$ cat src/rtl/arith_result_fifo_if.sv
`default_nettype none
//------------------------------------------------------------------------------
// Module   : arith_result_fifo_if
// Brief    : Result push / head pop / statistics bundle for arith_result_fifo.
// Revision : 1.0
//------------------------------------------------------------------------------
interface arith_result_fifo_if #(
   parameter int DEPTH = 4,
   parameter int CNT_W = 8
);
   logic                     in_valid;
   logic                     in_ready;
   logic [8:0]               sumab;
   logic                     sumflag;
   logic [7:0]               leftshiftA;
   logic                     lessflag;
   logic                     equalflag;
   logic                     bitXorflag;
   logic                     out_valid;
   logic                     out_ready;
   logic [8:0]               out_sum;
   logic [7:0]               out_shift;
   logic [3:0]               out_flags;
   logic [$clog2(DEPTH):0]   level;
   logic [15:0]              acc;
   logic                     acc_wrap;
   logic [CNT_W-1:0]         less_cnt;
   logic [CNT_W-1:0]         equal_cnt;
   logic [CNT_W-1:0]         carry_cnt;
   logic                     stat_clr;

   modport slave (
      input  in_valid, sumab, sumflag, leftshiftA, lessflag, equalflag,
             bitXorflag, out_ready, stat_clr,
      output in_ready, out_valid, out_sum, out_shift, out_flags, level,
             acc, acc_wrap, less_cnt, equal_cnt, carry_cnt
   );

   modport master (
      output in_valid, sumab, sumflag, leftshiftA, lessflag, equalflag,
             bitXorflag, out_ready, stat_clr,
      input  in_ready, out_valid, out_sum, out_shift, out_flags, level,
             acc, acc_wrap, less_cnt, equal_cnt, carry_cnt
   );
endinterface
`default_nettype wire

$ cat src/rtl/arith_result_fifo.sv
`default_nettype none
//------------------------------------------------------------------------------
// Module   : arith_result_fifo
// Brief    : FWFT result FIFO behind SimpleArithmetic with running statistics.
// Revision : 1.0
//------------------------------------------------------------------------------
module arith_result_fifo #(
   parameter int DEPTH = 4,
   parameter int CNT_W = 8
) (
   input  wire logic            clk,
   input  wire logic            rst,
   arith_result_fifo_if.slave   bus
);
   localparam int c_AW = $clog2(DEPTH);
   localparam int c_PW = c_AW + 1;

   logic [c_PW-1:0]  r_wr_ptr;
   logic [c_PW-1:0]  r_rd_ptr;
   logic [20:0]      r_mem [DEPTH];
   logic [15:0]      r_acc;
   logic             r_acc_wrap;
   logic [CNT_W-1:0] r_less_cnt;
   logic [CNT_W-1:0] r_equal_cnt;
   logic [CNT_W-1:0] r_carry_cnt;

   logic [c_PW-1:0]  w_level;
   logic             w_in_ready;
   logic             w_out_valid;
   logic             w_push;
   logic             w_pop;
   logic [20:0]      w_entry;
   logic [20:0]      w_head;
   logic [16:0]      w_acc_sum;

   // Pointer MSB separates full from empty, so the difference is the occupancy.
   assign w_level     = r_wr_ptr - r_rd_ptr;
   assign w_in_ready  = (w_level != c_PW'(DEPTH));
   assign w_out_valid = (w_level != '0);
   assign w_push      = bus.in_valid & w_in_ready;
   assign w_pop       = bus.out_ready & w_out_valid;

   assign w_entry = {bus.sumab, bus.leftshiftA,
                     bus.sumflag, bus.lessflag, bus.equalflag, bus.bitXorflag};
   assign w_head  = r_mem[r_rd_ptr[c_AW-1:0]];

   always_ff @(posedge clk or posedge rst) begin
      if (rst) begin
         r_wr_ptr <= '0;
         r_rd_ptr <= '0;
      end else begin
         if (w_push) r_wr_ptr <= r_wr_ptr + 1'b1;
         if (w_pop)  r_rd_ptr <= r_rd_ptr + 1'b1;
      end
   end

   // Storage needs no reset: entries are only visible between the pointers.
   always_ff @(posedge clk) begin
      if (w_push) r_mem[r_wr_ptr[c_AW-1:0]] <= w_entry;
   end

   assign w_acc_sum = {1'b0, r_acc} + 17'(bus.sumab);

   always_ff @(posedge clk or posedge rst) begin
      if (rst) begin
         r_acc       <= '0;
         r_acc_wrap  <= 1'b0;
         r_less_cnt  <= '0;
         r_equal_cnt <= '0;
         r_carry_cnt <= '0;
      end else if (bus.stat_clr) begin
         // Clear takes priority over a push in the same cycle.
         r_acc       <= '0;
         r_acc_wrap  <= 1'b0;
         r_less_cnt  <= '0;
         r_equal_cnt <= '0;
         r_carry_cnt <= '0;
      end else if (w_push) begin
         r_acc <= w_acc_sum[15:0];
         if (w_acc_sum[16]) r_acc_wrap <= 1'b1;
         if (bus.lessflag  && (r_less_cnt  != '1)) r_less_cnt  <= r_less_cnt  + 1'b1;
         if (bus.equalflag && (r_equal_cnt != '1)) r_equal_cnt <= r_equal_cnt + 1'b1;
         if (bus.sumflag   && (r_carry_cnt != '1)) r_carry_cnt <= r_carry_cnt + 1'b1;
      end
   end

   assign bus.in_ready  = w_in_ready;
   assign bus.out_valid = w_out_valid;
   assign bus.out_sum   = w_out_valid ? w_head[20:12] : '0;
   assign bus.out_shift = w_out_valid ? w_head[11:4]  : '0;
   assign bus.out_flags = w_out_valid ? w_head[3:0]   : '0;
   assign bus.level     = w_level;
   assign bus.acc       = r_acc;
   assign bus.acc_wrap  = r_acc_wrap;
   assign bus.less_cnt  = r_less_cnt;
   assign bus.equal_cnt = r_equal_cnt;
   assign bus.carry_cnt = r_carry_cnt;
endmodule
`default_nettype wire

$ cat src/flat_wrapper.sv
// flat-port wrapper written by rule: the top's interface ports become plain ports
module arith_result_fifo_flat 
#(
   parameter int DEPTH = 4,
   parameter int CNT_W = 8
)
  (clk, rst, bus_in_valid, bus_sumab, bus_sumflag, bus_leftshiftA, bus_lessflag, bus_equalflag, bus_bitXorflag, bus_out_ready, bus_stat_clr, bus_in_ready, bus_out_valid, bus_out_sum, bus_out_shift, bus_out_flags, bus_level, bus_acc, bus_acc_wrap, bus_less_cnt, bus_equal_cnt, bus_carry_cnt);
  arith_result_fifo_if #(.DEPTH(DEPTH), .CNT_W(CNT_W)) bus_i ();
  input  wire logic clk;
  input  wire logic rst;
  input wire logic [$bits(bus_i.in_valid)-1:0] bus_in_valid;
  input wire logic [$bits(bus_i.sumab)-1:0] bus_sumab;
  input wire logic [$bits(bus_i.sumflag)-1:0] bus_sumflag;
  input wire logic [$bits(bus_i.leftshiftA)-1:0] bus_leftshiftA;
  input wire logic [$bits(bus_i.lessflag)-1:0] bus_lessflag;
  input wire logic [$bits(bus_i.equalflag)-1:0] bus_equalflag;
  input wire logic [$bits(bus_i.bitXorflag)-1:0] bus_bitXorflag;
  input wire logic [$bits(bus_i.out_ready)-1:0] bus_out_ready;
  input wire logic [$bits(bus_i.stat_clr)-1:0] bus_stat_clr;
  output wire logic [$bits(bus_i.in_ready)-1:0] bus_in_ready;
  output wire logic [$bits(bus_i.out_valid)-1:0] bus_out_valid;
  output wire logic [$bits(bus_i.out_sum)-1:0] bus_out_sum;
  output wire logic [$bits(bus_i.out_shift)-1:0] bus_out_shift;
  output wire logic [$bits(bus_i.out_flags)-1:0] bus_out_flags;
  output wire logic [$bits(bus_i.level)-1:0] bus_level;
  output wire logic [$bits(bus_i.acc)-1:0] bus_acc;
  output wire logic [$bits(bus_i.acc_wrap)-1:0] bus_acc_wrap;
  output wire logic [$bits(bus_i.less_cnt)-1:0] bus_less_cnt;
  output wire logic [$bits(bus_i.equal_cnt)-1:0] bus_equal_cnt;
  output wire logic [$bits(bus_i.carry_cnt)-1:0] bus_carry_cnt;
  assign bus_i.in_valid = bus_in_valid;
  assign bus_i.sumab = bus_sumab;
  assign bus_i.sumflag = bus_sumflag;
  assign bus_i.leftshiftA = bus_leftshiftA;
  assign bus_i.lessflag = bus_lessflag;
  assign bus_i.equalflag = bus_equalflag;
  assign bus_i.bitXorflag = bus_bitXorflag;
  assign bus_i.out_ready = bus_out_ready;
  assign bus_i.stat_clr = bus_stat_clr;
  assign bus_in_ready = bus_i.in_ready;
  assign bus_out_valid = bus_i.out_valid;
  assign bus_out_sum = bus_i.out_sum;
  assign bus_out_shift = bus_i.out_shift;
  assign bus_out_flags = bus_i.out_flags;
  assign bus_level = bus_i.level;
  assign bus_acc = bus_i.acc;
  assign bus_acc_wrap = bus_i.acc_wrap;
  assign bus_less_cnt = bus_i.less_cnt;
  assign bus_equal_cnt = bus_i.equal_cnt;
  assign bus_carry_cnt = bus_i.carry_cnt;
  arith_result_fifo #(.DEPTH(DEPTH), .CNT_W(CNT_W)) u_core (.clk(clk), .rst(rst), .bus(bus_i));
endmodule
$ cat config.mk
export PLATFORM = sky130hd
export DESIGN_NAME = arith_result_fifo_flat
export DESIGN_NICKNAME = d
export VERILOG_FILES = /design/src/rtl/arith_result_fifo_if.sv /design/src/rtl/arith_result_fifo.sv /design/src/flat_wrapper.sv
export SDC_FILE = /design/constraint.sdc
export NUM_CORES = 1
export LEC_CHECK = 0
export BUFFER_PORTS_ARGS = -buffer_cell sky130_fd_sc_hd__clkbuf_2
export CAP_MARGIN = 20
export CORE_ASPECT_RATIO = 0.75
export CORE_MARGIN = 2
export CORE_UTILIZATION = 36
export DETAILED_ROUTE_END_ITERATION = 10
export PLACE_DENSITY = 0.56
export SLEW_MARGIN = 10
export SYNTH_ARGS = -nofsm -noshare
export SYNTH_HDL_FRONTEND = slang
export SYNTH_SLANG_ARGS = --single-unit
$ cat constraint.sdc
create_clock -name clk -period 4.09 [get_ports clk]
set_input_delay 0.2045 -clock clk [delete_from_list [all_inputs] [get_ports clk]]
set_output_delay 0.2045 -clock clk [all_outputs]
set_load 0.05 [all_outputs]
==> summary.md <==
| Metric | Value |
|---|---|
| Number of max-cap violations | 0 |
| CTS resizes | 0 |
| Layout fillers | 1498 |
| Antenna violations before repair | 0 |
| Setup CP Type | reg -> out |
| Vias | 3791 |
| Minimum clock period | 3.34 ns |
| Sequential element share of the synthesized area | 0.617 |
| EDFF count, synth | 84 |
| Crit end category | output port |
| CP max FO | 24 |
| Die Y | 116 µm |
| Setup_tns | 0 ns |
| First-pass DRT Iterations | 4 |
| Total CTS buffers | 17 |
| Clk slew on worst S/H paths | 0.06 ns |
| Clock Skew | 0.00967 ns |
| Layout Area Growth over Synthesis | 22.9% |
| Final instance area | 7370 µm² |
| Root buffer cell | clkbuf_16 |
| Netlist cell types | 47 |
| Placed Instance Area | 6710 µm² |
| Die X | 153 µm |
| Buffers on Ports | 92 |
| Vias in the first global route | 3826 |
| Global route total overflow | 0 |
| CTS tree | yes |
| CP required | 3.89 ns |
| Setup Viol. Count Final | 0 |
| Hold_buf cts | 5 |
| Initial drt markers | 246 |
| Post-synthesis async set-or-reset flop share | 0.359 |
| Worst path cell trace | inv_1 -> ha_1 -> fa_1 -> xor3_2 -> or3_1 -> and2_1 -> clkbuf_2 |
| Die area | 17700 µm² |
| Setup bufs post-CTS | 0 |
| Crit-path slowest cell | or3_1 |
| RSZ-0062 raised after global routing | false |
| CP arrival | 3.13 ns |
| Final period utilization | 0.816 |
| Avg Cell Area, Syn | 13.7 µm² |
| Cell count of the worst reg-to-reg path | 8 |
| Antenna Cells | 0 |
| Routed wire length | 12.9 mm |
| Hold-critical path depth | 1 |
| Global-route wire length before repair | 21.0 mm |
| Final Hold Vio Count | 0 |
| Primary FF master, synth | edfxtp_1 |
| Syn_nets | 483 |
| Number of max-slew violations in the final report | 0 |
| HPWL Detailed | 8.31 mm |
| Tot GR Track Use | 0.155 |
| Max incr delay on CP | 0.64 ns |
| YS warnings | 0 |
| Slew @ Worst Pin | 0.690 ns |
| Largest net degree at the start of global routing | 52 |
| Post-synthesis instance area | 5990 µm² |
| Fmax achieved | 300 MHz |
| Outcome | finished, final reports clean |
| CTS sink cnt | 131 |
| Fraction of layout instances using a drive strength above 1 | 0.302 |
| DRC | 0 |
| Post-route ant nets | 0 |
| CP startpoint kind | register |
| Clock tree buffer depth | 2 |
| Min-Delay Path Class | in -> reg |
| Total I/O pin count | 93 |
| RePlAce Congestion | 0.773 |
| Headroom to the max-slew limit | 0.540 |
| Routed wire per std cell | 16.7 µm |
| Vias per inst | 4.92 |
| Cell row count | 40 |
| Starting Density | 0.371 |
| Depth of the CTS H-tree | 4 |
| Synthesized instance count | 437 |
| #FFs+latches synth | 131 |
| Nets@finish | 593 |
| Clock Latency Late Sink | 0.42 ns |
| Core ar. | 16200 µm² |
## metrics by stage
step / utilization / setup slack, ns / cells / hold slack (ns)
2_1_floorplan: - / 0.911 / 437 / 0.303
3_3_place_gp: 0.415 / 1.13 / 730 / 0.427
3_5_place_dp: 0.415 / 1.00 / 730 / 0.434
4_1_cts: 0.453 / 0.689 / 767 / 0.00534
5_1_grt: 0.456 / 0.550 / 770 / 0.0170
6_report: 0.456 / 0.754 / 770 / 0.0155
## layout by cell type (no fill, tap or decap), types with 3 or more instances in the layout
cell           Yosys  final
nor2b_1            8      8
nand3_1           15     15
mux4_2            21     21
clkbuf_16          0     17
nand3b_1           3      3
a21oi_1           16     16
o21ai_0           11     11
mux2_2             7      7
or2_2              3      3
inv_1             14     13
xor2_1             4      4
ha_1              18     18
dfrtp_1           47     46
inv_6              0      3
edfxtp_1          84     84
nor2_1            38     38
xnor2_1           22     22
dlygate4sd3_1      0      6
clkbuf_2           0     92
nand4_1            6      6
nor3_1            11     11
and2_1            25     25
nor4_1             7      7
buf_4              0      7
nand2_1           24     24
clkinvlp_4         0      7
or3_1              3      3
and3_1             3      3
## worst paths after layout
path | from | slack, ns | to
min | bus_leftshiftA[7] | 0.02 | u_core.r_mem[0][11]
max reg2reg | u_core.r_wr_ptr[0] | 1.02 | u_core.r_mem[1][19]
min reg2reg | u_core.r_wr_ptr[2] | 0.50 | u_core.r_wr_ptr[2]
min in group asynchronous | rst | 0.27 | u_core.bus.acc[0]
max in group asynchronous | rst | 3.33 | u_core.bus.acc[9]
max | u_core.r_wr_ptr[0] | 0.75 | bus_out_flags[1]
## cell usage after synthesis (2+ instances only)
cell      number  area share
mux4_2        21       0.079
nor2_1        38       0.024
o211a_1        2      0.0033
a31oi_1        2      0.0021
o21a_1         2      0.0025
dfrtp_1       47        0.20
edfxtp_1      84        0.42
a21o_1         2      0.0025
xnor2_1       22       0.032
nor3b_1        2      0.0025
ha_1          18       0.038
nand3_1       15       0.013
buf_2          4      0.0033
nand2_1       24       0.015
o21ai_0       11      0.0092
xor2_1         4      0.0058
and2_1        25       0.026
and3_1         3      0.0031
mux2_2         7       0.013
a21oi_1       16       0.013
o21ai_1        2      0.0017
clkbuf_1      11      0.0069
nand3b_1       3      0.0038
inv_1         14      0.0088
a211oi_1       2      0.0025
nor4_1         7      0.0073
nor3_1        11      0.0092
nor2b_1        8      0.0083
or2_2          3      0.0031
fa_1           2      0.0067
and4_1         2      0.0029
nand4_1        6      0.0063
or3_1          3      0.0031
## sequential cells by signal, indices dropped and copies added, names as in the netlist
signal                flops
u_core.bus.less_cnt       8
u_core.r_wr_ptr           3
u_core.r_mem             84
u_core.bus.equal_cnt      8
u_core.r_rd_ptr           3
u_core.bus.acc_wrap       1
u_core.bus.carry_cnt      8
u_core.bus.acc           16
## area by class of cell
class                   instances  area, µm²  area share
inverters                      14       52.6     0.00713
clock inverters                14        131      0.0178
repair buffers                107        613      0.0832
clock buffers                  18        429      0.0583
flip-flops and latches        131       3700       0.502
multi-input cells             276       2180       0.296
well taps                     210        263      0.0357
## worst max-delay path: cells and delay by family (launching register included)
family | cells | cell delay, ns
buf+inv | 2 | 0.35
xor+xnor | 1 | 0.46
fa+ha+maj | 2 | 0.57
simple gates | 2 | 0.94
flops | 1 | 0.38
## logic make-up after synthesis
group / Yosys count / share of synthesized area
muxes: 30 / 0.0956
DFF: 131 / 0.617
adders and majority gates: 20 / 0.0443
AOI/OAI and AO/OA: 48 / 0.0513
and+or+nand+nor: 151 / 0.129
buffers and inverters: 30 / 0.0209
xor gates and xnor gates: 27 / 0.0422
## routing by layer
layer	routed length, µm	track usage	share of wire	vias to the layer above
met5	0	0	0	-
met2	5600	0.225	0.44	79
met3	607	0.0505	0.047	11
li1	-	-	-	1836
met4	141	0.0494	0.011	0
met1	6500	0.223	0.51	1865
Power is not shown: default switching activity piles up to over one toggle a cycle in this logic, so the estimate is an artifact.
